===== src/rtl/frequency_controller_pkg.sv =====
`default_nettype none
// ============================================================================
//  Module      : frequency_controller_pkg
//  Description : Shared constants for the lock-in reference frequency
//                controller: default frequency, step table, seven-segment
//                codes and scale-index width.
//  Revision    : 1.0  initial release
// ============================================================================
package frequency_controller_pkg;

   localparam int DEFAULT_FREQ = 1000;
   localparam int SCALE_W      = 2;
   localparam int STEP_W       = 14;

   typedef logic [SCALE_W-1:0] scale_idx_t;

   // Active-low segment codes, bit order {g,f,e,d,c,b,a}
   localparam logic [6:0] SEG_0     = 7'h40;
   localparam logic [6:0] SEG_1     = 7'h79;
   localparam logic [6:0] SEG_2     = 7'h24;
   localparam logic [6:0] SEG_3     = 7'h30;
   localparam logic [6:0] SEG_4     = 7'h19;
   localparam logic [6:0] SEG_5     = 7'h12;
   localparam logic [6:0] SEG_6     = 7'h02;
   localparam logic [6:0] SEG_7     = 7'h78;
   localparam logic [6:0] SEG_8     = 7'h00;
   localparam logic [6:0] SEG_9     = 7'h10;
   localparam logic [6:0] SEG_BLANK = 7'h7F;

   // Step table indexed by the scale index: 1 / 10 / 100 / 1000
   function automatic logic [STEP_W-1:0] step_value(input scale_idx_t idx);
      logic [STEP_W-1:0] s;
      case (idx)
         2'd0:    s = 14'd1;
         2'd1:    s = 14'd10;
         2'd2:    s = 14'd100;
         default: s = 14'd1000;
      endcase
      return s;
   endfunction

endpackage
`default_nettype wire


===== src/rtl/seven_seg_decoder.sv =====
`default_nettype none
// ============================================================================
//  Module      : seven_seg_decoder
//  Description : 4-bit decimal digit to active-low seven-segment pattern.
//                Codes above 9 blank the display.
//  Revision    : 1.0  initial release
// ============================================================================
module seven_seg_decoder
   import frequency_controller_pkg::*;
(
   input  logic [3:0] digit_i,
   output logic [6:0] seg_o
);

   // Digit lookup; anything outside 0..9 is shown blank
   always_comb begin
      seg_o = SEG_BLANK;
      case (digit_i)
         4'd0:    seg_o = SEG_0;
         4'd1:    seg_o = SEG_1;
         4'd2:    seg_o = SEG_2;
         4'd3:    seg_o = SEG_3;
         4'd4:    seg_o = SEG_4;
         4'd5:    seg_o = SEG_5;
         4'd6:    seg_o = SEG_6;
         4'd7:    seg_o = SEG_7;
         4'd8:    seg_o = SEG_8;
         4'd9:    seg_o = SEG_9;
         default: seg_o = SEG_BLANK;
      endcase
   end

endmodule
`default_nettype wire


===== src/rtl/frequency_controller_top.sv =====
`default_nettype none
// ============================================================================
//  Module      : frequency_controller_top
//  Description : Pushbutton-driven reference frequency setting for the
//                lock-in analyzer, with saturating inc/dec, selectable step
//                and a decimal seven-segment readout.
//  Revision    : 1.0  initial release
// ============================================================================
module frequency_controller_top
   import frequency_controller_pkg::*;
#(
   parameter int FREQUENCY_RANGE = 8192,
   parameter int W               = 13
)(
   input  logic         clk,
   input  logic         key_0,
   input  logic         key_1,
   input  logic         key_2,
   input  logic         key_3,
   output logic         reset_active,
   output logic [W-1:0] frequency_out,
   output logic [6:0]   HEX0,
   output logic [6:0]   HEX1,
   output logic [6:0]   HEX2,
   output logic [6:0]   HEX3,
   output logic [6:0]   HEX4,
   output logic [6:0]   HEX5,
   output logic [6:0]   HEX6,
   output logic [6:0]   HEX7
);

   localparam int              AW      = W + 1;
   localparam logic [AW-1:0]   MAX_EXT = AW'(FREQUENCY_RANGE - 1);

   logic             rst_meta_q;
   logic [3:1]       key_raw;
   logic [3:1]       press;
   logic [W-1:0]     freq_q, freq_d;
   scale_idx_t       scale_q, scale_d;
   logic [AW-1:0]    freq_ext, step_ext, sum_ext, diff_ext;
   logic [13:0]      fbin;
   logic [3:0]       digit [5];
   logic [6:0]       seg   [5];

   // Two-stage synchroniser for key_0; second stage stores the inverted level
   always_ff @(posedge clk) begin
      rst_meta_q   <= key_0;
      reset_active <= ~rst_meta_q;
   end

   assign key_raw = {key_3, key_2, key_1};

   // Per-key synchroniser and falling-edge detector. The history register
   // simply follows the synchronised level, including during reset, so a
   // key held through reset release is already seen as pressed and does not
   // fire until it is released and pressed again.
   for (genvar k = 1; k <= 3; k++) begin : g_key
      logic sync1_q, sync2_q, hist_q;

      // Synchronise the raw button and keep one cycle of history
      always_ff @(posedge clk) begin
         sync1_q <= key_raw[k];
         sync2_q <= sync1_q;
         hist_q  <= sync2_q;
      end

      assign press[k] = hist_q & ~sync2_q;
   end

   // Arithmetic is one bit wider than the register so neither direction wraps
   assign freq_ext = {1'b0, freq_q};
   assign step_ext = AW'(step_value(scale_q));
   assign sum_ext  = freq_ext + step_ext;
   assign diff_ext = freq_ext - step_ext;

   // Next frequency and scale; inc+dec together cancel, scale uses old step
   always_comb begin
      freq_d  = freq_q;
      scale_d = scale_q;
      if (press[1] && !press[2]) begin
         freq_d = (sum_ext > MAX_EXT) ? W'(MAX_EXT) : W'(sum_ext);
      end else if (press[2] && !press[1]) begin
         freq_d = (freq_ext < step_ext) ? '0 : W'(diff_ext);
      end
      if (press[3]) begin
         scale_d = scale_q + 2'd1;
      end
   end

   // Frequency and scale registers with synchronous reset
   always_ff @(posedge clk) begin
      if (reset_active) begin
         freq_q  <= W'(DEFAULT_FREQ);
         scale_q <= '0;
      end else begin
         freq_q  <= freq_d;
         scale_q <= scale_d;
      end
   end

   assign frequency_out = freq_q;

   // Decimal digits straight from the frequency register
   assign fbin     = 14'(freq_q);
   assign digit[3] = 4'((fbin / 14'd1000) % 14'd10);
   assign digit[2] = 4'((fbin / 14'd100) % 14'd10);
   assign digit[1] = 4'((fbin / 14'd10) % 14'd10);
   assign digit[0] = 4'(fbin % 14'd10);
   assign digit[4] = 4'(scale_q);

   for (genvar d = 0; d < 5; d++) begin : g_dec
      seven_seg_decoder u_dec (
         .digit_i (digit[d]),
         .seg_o   (seg[d])
      );
   end

   assign HEX0 = seg[0];
   assign HEX1 = seg[1];
   assign HEX2 = seg[2];
   assign HEX3 = seg[3];
   assign HEX4 = seg[4];
   assign HEX5 = SEG_BLANK;
   assign HEX6 = SEG_BLANK;
   assign HEX7 = SEG_BLANK;

endmodule
`default_nettype wire


===== config.mk =====
export PLATFORM = sky130hd
export DESIGN_NAME = frequency_controller_top
export DESIGN_NICKNAME = d
export VERILOG_FILES = /design/src/rtl/frequency_controller_pkg.sv /design/src/rtl/seven_seg_decoder.sv /design/src/rtl/frequency_controller_top.sv
export SDC_FILE = /design/constraint.sdc
export NUM_CORES = 1
export LEC_CHECK = 0
export CAP_MARGIN = 20
export CORE_UTILIZATION = 45
export DETAILED_ROUTE_END_ITERATION = 16
export PLACE_DENSITY = 0.74
export SLEW_MARGIN = 20
export SYNTH_ARGS = -nofsm -noshare
export SYNTH_HDL_FRONTEND = slang
export SYNTH_SLANG_ARGS = --single-unit

===== constraint.sdc =====
create_clock -name clk -period 7.5 [get_ports clk]
set_input_delay 1.5 -clock clk [delete_from_list [all_inputs] [get_ports clk]]
set_output_delay 1.5 -clock clk [all_outputs]
set_load 0.05 [all_outputs]

Word-level counts from Yosys, hierarchy flattened
Memories as Yosys holds them, arrays and structs flattened. A register that Yosys moved wholly into a read port is not among the register bits.
Index checks and enable logic that the tools add are counted.
- output and inout bits: 70
- input port bits: 5
- ROM bits: 560
- register bits: 26
- latch bits: 0
- logic and storage cells: 52
- memories kept: 5
- bits in writable memories: 0
- reductions and logical operators: 6
- multiplexer cells: 7
- magnitude comparators: 2
- bitwise logic cells: 7
- $add $sub $neg: 3
- multiply operators: 0
- div/mod/pow operators: 7
- equal/unequal tests: 2
- shift-type cells: 0
- memories (memory ; words ; width ; rd ports ; clocked after Yosys merged registers in ; write ports ; RTL line ; RTL):
    (name not given) ; 16 ; 7 ; 1 ; 0 ; 0 ; seven_seg_decoder.sv:18 ; case (digit_i)
    (name not given) ; 16 ; 7 ; 1 ; 0 ; 0 ; seven_seg_decoder.sv:18 ;
    (name not given) ; 16 ; 7 ; 1 ; 0 ; 0 ; seven_seg_decoder.sv:18 ;
    (name not given) ; 16 ; 7 ; 1 ; 0 ; 0 ; seven_seg_decoder.sv:18 ;
    (name not given) ; 16 ; 7 ; 1 ; 1 ; 0 ; seven_seg_decoder.sv:18 ;
- operators by type and width (operator ; count):
    $mux W13 ; 4
    $mod A14 B4 Y14 const B ; 3
    $pmux W10 S3 ; 1
    $add A13 B14 Y14 ; 1
    $div A13 B10 Y14 const B ; 1
    $div A13 B4 Y14 const B ; 1
    $div A13 B7 Y14 const B ; 1
    $gt A14 B13 Y1 const B ; 1
    $lt A13 B14 Y1 ; 1
    $mod A13 B4 Y14 const B ; 1
    $sub A13 B13 Y13 ; 1
    $mux W4 ; 2
    $not A1 Y1 ; 4
    $and A1 B1 Y1 ; 3
    $add A2 B1 Y2 const B ; 1
    $eq A2 B1 Y1 const B ; 1
    $eq A2 B2 Y1 const B ; 1
    $logic_and A1 B1 Y1 ; 2
    $logic_not A1 Y1 ; 2
    $logic_not A2 Y1 ; 1
    $reduce_bool A2 Y1 ; 1

Longest topological paths before layout
- depth in word-level cells: 6
- mapped depth: 35
- gate-level depth less buffers: 29

By module
From an unflattened synthesis, not the netlist that was laid out.
- cell total of the unflattened synthesis: 894
- area total of the unflattened synthesis: 6200.9 µm²
- by module, submodules not included (module ; cells an instance ; area an instance (µm²) ; times used ; seq. area each (µm²)):
    frequency_controller_top ; 729 ; 5149.9 ; 1 ; 520.5
    seven_seg_decoder ; 33 ; 210.2 ; 5 ; 0.0

Least setup slack after synthesis
No wires, ideal clock.
- path kind: register to output
- start point: reg freq_q[11] (netlist: frequency_out[11])
- end point: out HEX2[6]
- path slack: -1.914 ns
- path buffers: 3
- arrival: 7.914 ns
- data required time: 6.000 ns
- stages on the path, launching flop included: 29
- cells stage by stage: dfxtp_1 > buf_4 > nand2_1 > or3_4 > a221oi_2 > nor4_1 > or4_4 > and2_1 > buf_4 > a21oi_4 > inv_2 > a221oi_2 > a31oi_1 > nand3b_1 > o22ai_1 > o21ba_1 > nor2_1 > ha_1 > or3_1 > buf_4 > a211oi_2 > a22o_2 > a311oi_1 > nor4b_2 > nand3_1 > o21ai_0 > ha_1 > nor2_1 > a211oi_1
- word-level cells in the longest chain between the ends: 3
- RTL lines (item ; RTL line ; RTL):
    start, declared ; frequency_controller_top.sv:38 ; logic [W-1:0] freq_q, freq_d;
    start signal, assigned ; frequency_controller_top.sv:93 ; freq_q <= W'(DEFAULT_FREQ);
    start signal, assigned ; frequency_controller_top.sv:96 ; freq_q <= freq_d;
    $div A13 B7 Y14 ; frequency_controller_top.sv:106 ; assign digit[2] = 4'((fbin / 14'd100) % 14'd10);
    $mod A14 B4 Y14 ; frequency_controller_top.sv:106 ;
    $mem_v2 Z16 W7 ; -- ;
    end, declared ; frequency_controller_top.sv:24 ; output logic [6:0] HEX2,
Every way passes these cells.

Worst setup path after layout
- start point: reg freq_q[8] (netlist: frequency_out[8])
- end point: out HEX2[3]
Same word-level chain as after synthesis.

==> results by group <==
Worst setup path
  • CP endpoint kind: primary output
  • Worst path required time: ~6000 ps
  • Crit path DAT: roughly 6600 ps
  • Crit-path max FO: 7
  • Cell seen most often among critical-path stages: buf_4
  • Slowest CP cell: or3_4
  • CP Launch Type: flop
  • Worst setup path category: flop to primary output
  • CP max stage delay: ~410 ps

Yosys
  • Avg Cell Area, Syn: 6.99 um^2
  • Syn. warnings: 0
  • #FFs+latches synth: 31
  • Synth cell types: between 90 and 100
  • Sequential fraction of the synthesis area: 9.54%
  • Syn Inst Count: between 900 and 1000
  • Synth async-reset ratio: 0%
  • EDFF count, synth: 0
  • Most frequent cell after synthesis: nor2_1
  • Synth top area share: between 10% and 20%
  • Dominant synthesized flop cell: dfxtp_1
  • Synth area leader: ha_1
  • Top post-synthesis cells by area: ha_1 (10%), dfxtp_1 (9.5%), a21oi_1 (5.2%)
  • List of most frequent post-synthesis cells: nor2_1 (90), nand2_1 (89), a21oi_1 (68)
  • Syn Std Cell Area: around 6500 um^2

Timing
  • RSZ-0062 raised after global routing: true
  • Max-slew violations: 0
  • Max Clk Rate: between 0.1 and 0.15 GHz
  • Worst Tran Pin Value: 1090 ps
  • Final setup fails: 13
  • Worst Clk Skew: approximately 6.8 ps
  • Tcrit/Tclk final: 107%
  • Rel. slew slack: 27.2%
  • Final Critical Period: 8050 ps
  • Hold Vio Cnt, Final: 0
  • Hold_ws: between 300 and 400 ps
  • Fin worst setup slack: -546 ps

Placed design
  • Place WS: -356 ps
  • DP HPWL: roughly 15000 um
  • Final Wtd Congestion: 0.946
  • IO buf count: between 50 and 60

Floorplan
  • Top-Level Pins: 75
  • CORE AREA: about 14000 um^2
  • FP Rows: 43
  • Die H: roughly 120 um
  • Initial Utilization: 46.5%
  • Width of the die: about 120 um
  • Die ar.: 14900 um^2

Job
  • Max_cap viols: 0

Routing
  • Via-to-Cell Ratio: just under 6
  • Residual DRC: 0
  • Via count: between 7000 and 8000
  • Detailed Routing Iterations Pass 1: 5
  • Post-route ant nets: 0
  • DR iter-0 viols: approximately 540
  • Total wire length: 21300 um
  • Routed len/inst: ~16 um

Clock network
  • Htree depth: 2
  • CTS tree: done
  • TritonCTS Buffers: 5
  • CTS Root Cell: clkbuf_16
  • Clock transition at path regs: ~50 ps
  • Skew-Pair Late Insertion Delay: ~280 ps
  • CTS max path bufs: 2
  • Total clock sinks: 31

Finish
  • Area Overhead vs Synth: 46.8%
  • # diodes: 0
  • Share of cells above drive strength 1: a little over a third
  • NumNets Final: 1196

GRT
  • Initial antenna violation count: 0
  • GR Overflow Total: 0
  • First-pass GRT wire length: approximately 33000 um
  • Vias in the first global route: just over 7000
  • Largest net degree at the start of global routing: 29
  • GRT Resource Usage Total: between 20% and 30%

Status
  • Outcome: complete, but fails checks
  • Violated checks: setup timing

Min path
  • Hold WC Path Type: flop to flop
==> area by class of cell <==
cell class                      instances  area [um^2]
Multi-Input combinational cell        788         5990
Tap cell                              180          225
Timing Repair Buffer                  257         2310
Fill cell                            1103         4440
Clock buffer                            6          139
Clock inverter                          2         35.0
Sequential cell                        31          641
Inverter                               53          205
==> metal layers <==
layer | wire length [um] | share of wire (%) | GRT usage [%]
met5 | 0 | 0 | 0
met4 | 627 | 2.9 | 8.38
met3 | 993 | 4.7 | 2.51
met2 | 10800 | 51 | 49.4
met1 | 8880 | 42 | 32.9
==> flip-flops by register name, indices dropped and copies added (netlist names) <==
name	cells
reset_active	1
g_key.hist_q	3
g_key.sync1_q	3
g_dec.u_dec.seg_o	5
g_key.sync2_q	3
frequency_out	13
rst_meta_q	1
scale_q	2
==> worst max-delay path: cells and delay by family (launching register included) <==
family                     cells  cell delay (ps)
adders and majority gates      1              310
AOI/OAI and AO/OA             12             2390
muxes                          2              360
and+or+nand+nor                7             1710
buffers and inverters          7             1080
DFF                            1              370
==> logic make-up (layout without fill, tap and decap cells) <==
| kind of cell | after synthesis | in the layout | synth area share [%] |
|---|---|---|---|
| xor+xnor | 33 | 33 | 4.68 |
| compound gates | 341 | 341 | 37.4 |
| fa+ha+maj | 60 | 60 | 11.6 |
| flops | 31 | 31 | 9.54 |
| other cells | 2 | 22 | 0.115 |
| buf+inv | 131 | 318 | 9.87 |
| mux | 24 | 24 | 3.92 |
| simple gates | 308 | 308 | 22.9 |
==> placed cells by master, fill, tap and decap left out, types with 12 or more instances in the layout <==
| master | count |
|---|---|
| a211oi_1 | 13 |
| nand2_1 | 85 |
| clkdlybuf4s50_1 | 24 |
| buf_4 | 200 |
| buf_12 | 23 |
| a21oi_1 | 57 |
| inv_1 | 44 |
| dfxtp_1 | 25 |
| mux2i_1 | 12 |
| o21ai_0 | 57 |
| nor2_1 | 83 |
| xnor2_1 | 24 |
| nor3_1 | 26 |
| o211ai_1 | 14 |
| ha_1 | 49 |
| o22ai_1 | 15 |
| conb_1 | 22 |
==> stage by stage <==
| stage | setup TNS [ps] | std cells | area (um^2) | utilization (%) |
|---|---|---|---|---|
| final | -4350 | 1317 | 9550 | 68.2 |
| after global routing | -8560 | 1317 | 9550 | 68.2 |
| after CTS | -2450 | 1311 | 9310 | 66.5 |
| after detailed placement | -2260 | 1284 | 8730 | 62.4 |
| after global placement | -1670 | 1284 | 8730 | 62.4 |
| after floorplan | -4230 | 950 | 6910 | - |
==> timing repair <==
item | 4_1_cts | 5_1_grt
setup endpoints to repair | 14 | 20
buffers inserted | 19 | 8
gates cloned | 0 | 0
hold buffers | 0 | 0
pin swaps | 42 | 30
resized for setup | 56 | 47
==> path summary, 6_finish.rpt <==
path                                  startpoint                to  slack, ps  depth (start not counted)
worst max-delay path            frequency_out[8]           HEX2[3]       -550                         29
worst min-delay path            g_key[2].sync1_q  g_key[2].sync2_q        320                          0
worst max register to register        scale_q[0]  frequency_out[9]       2610                         20
worst min register to register  g_key[2].sync1_q  g_key[2].sync2_q        320                          0
Power is not shown: default switching activity piles up to over one toggle a cycle in this logic, so the estimate is an artifact.
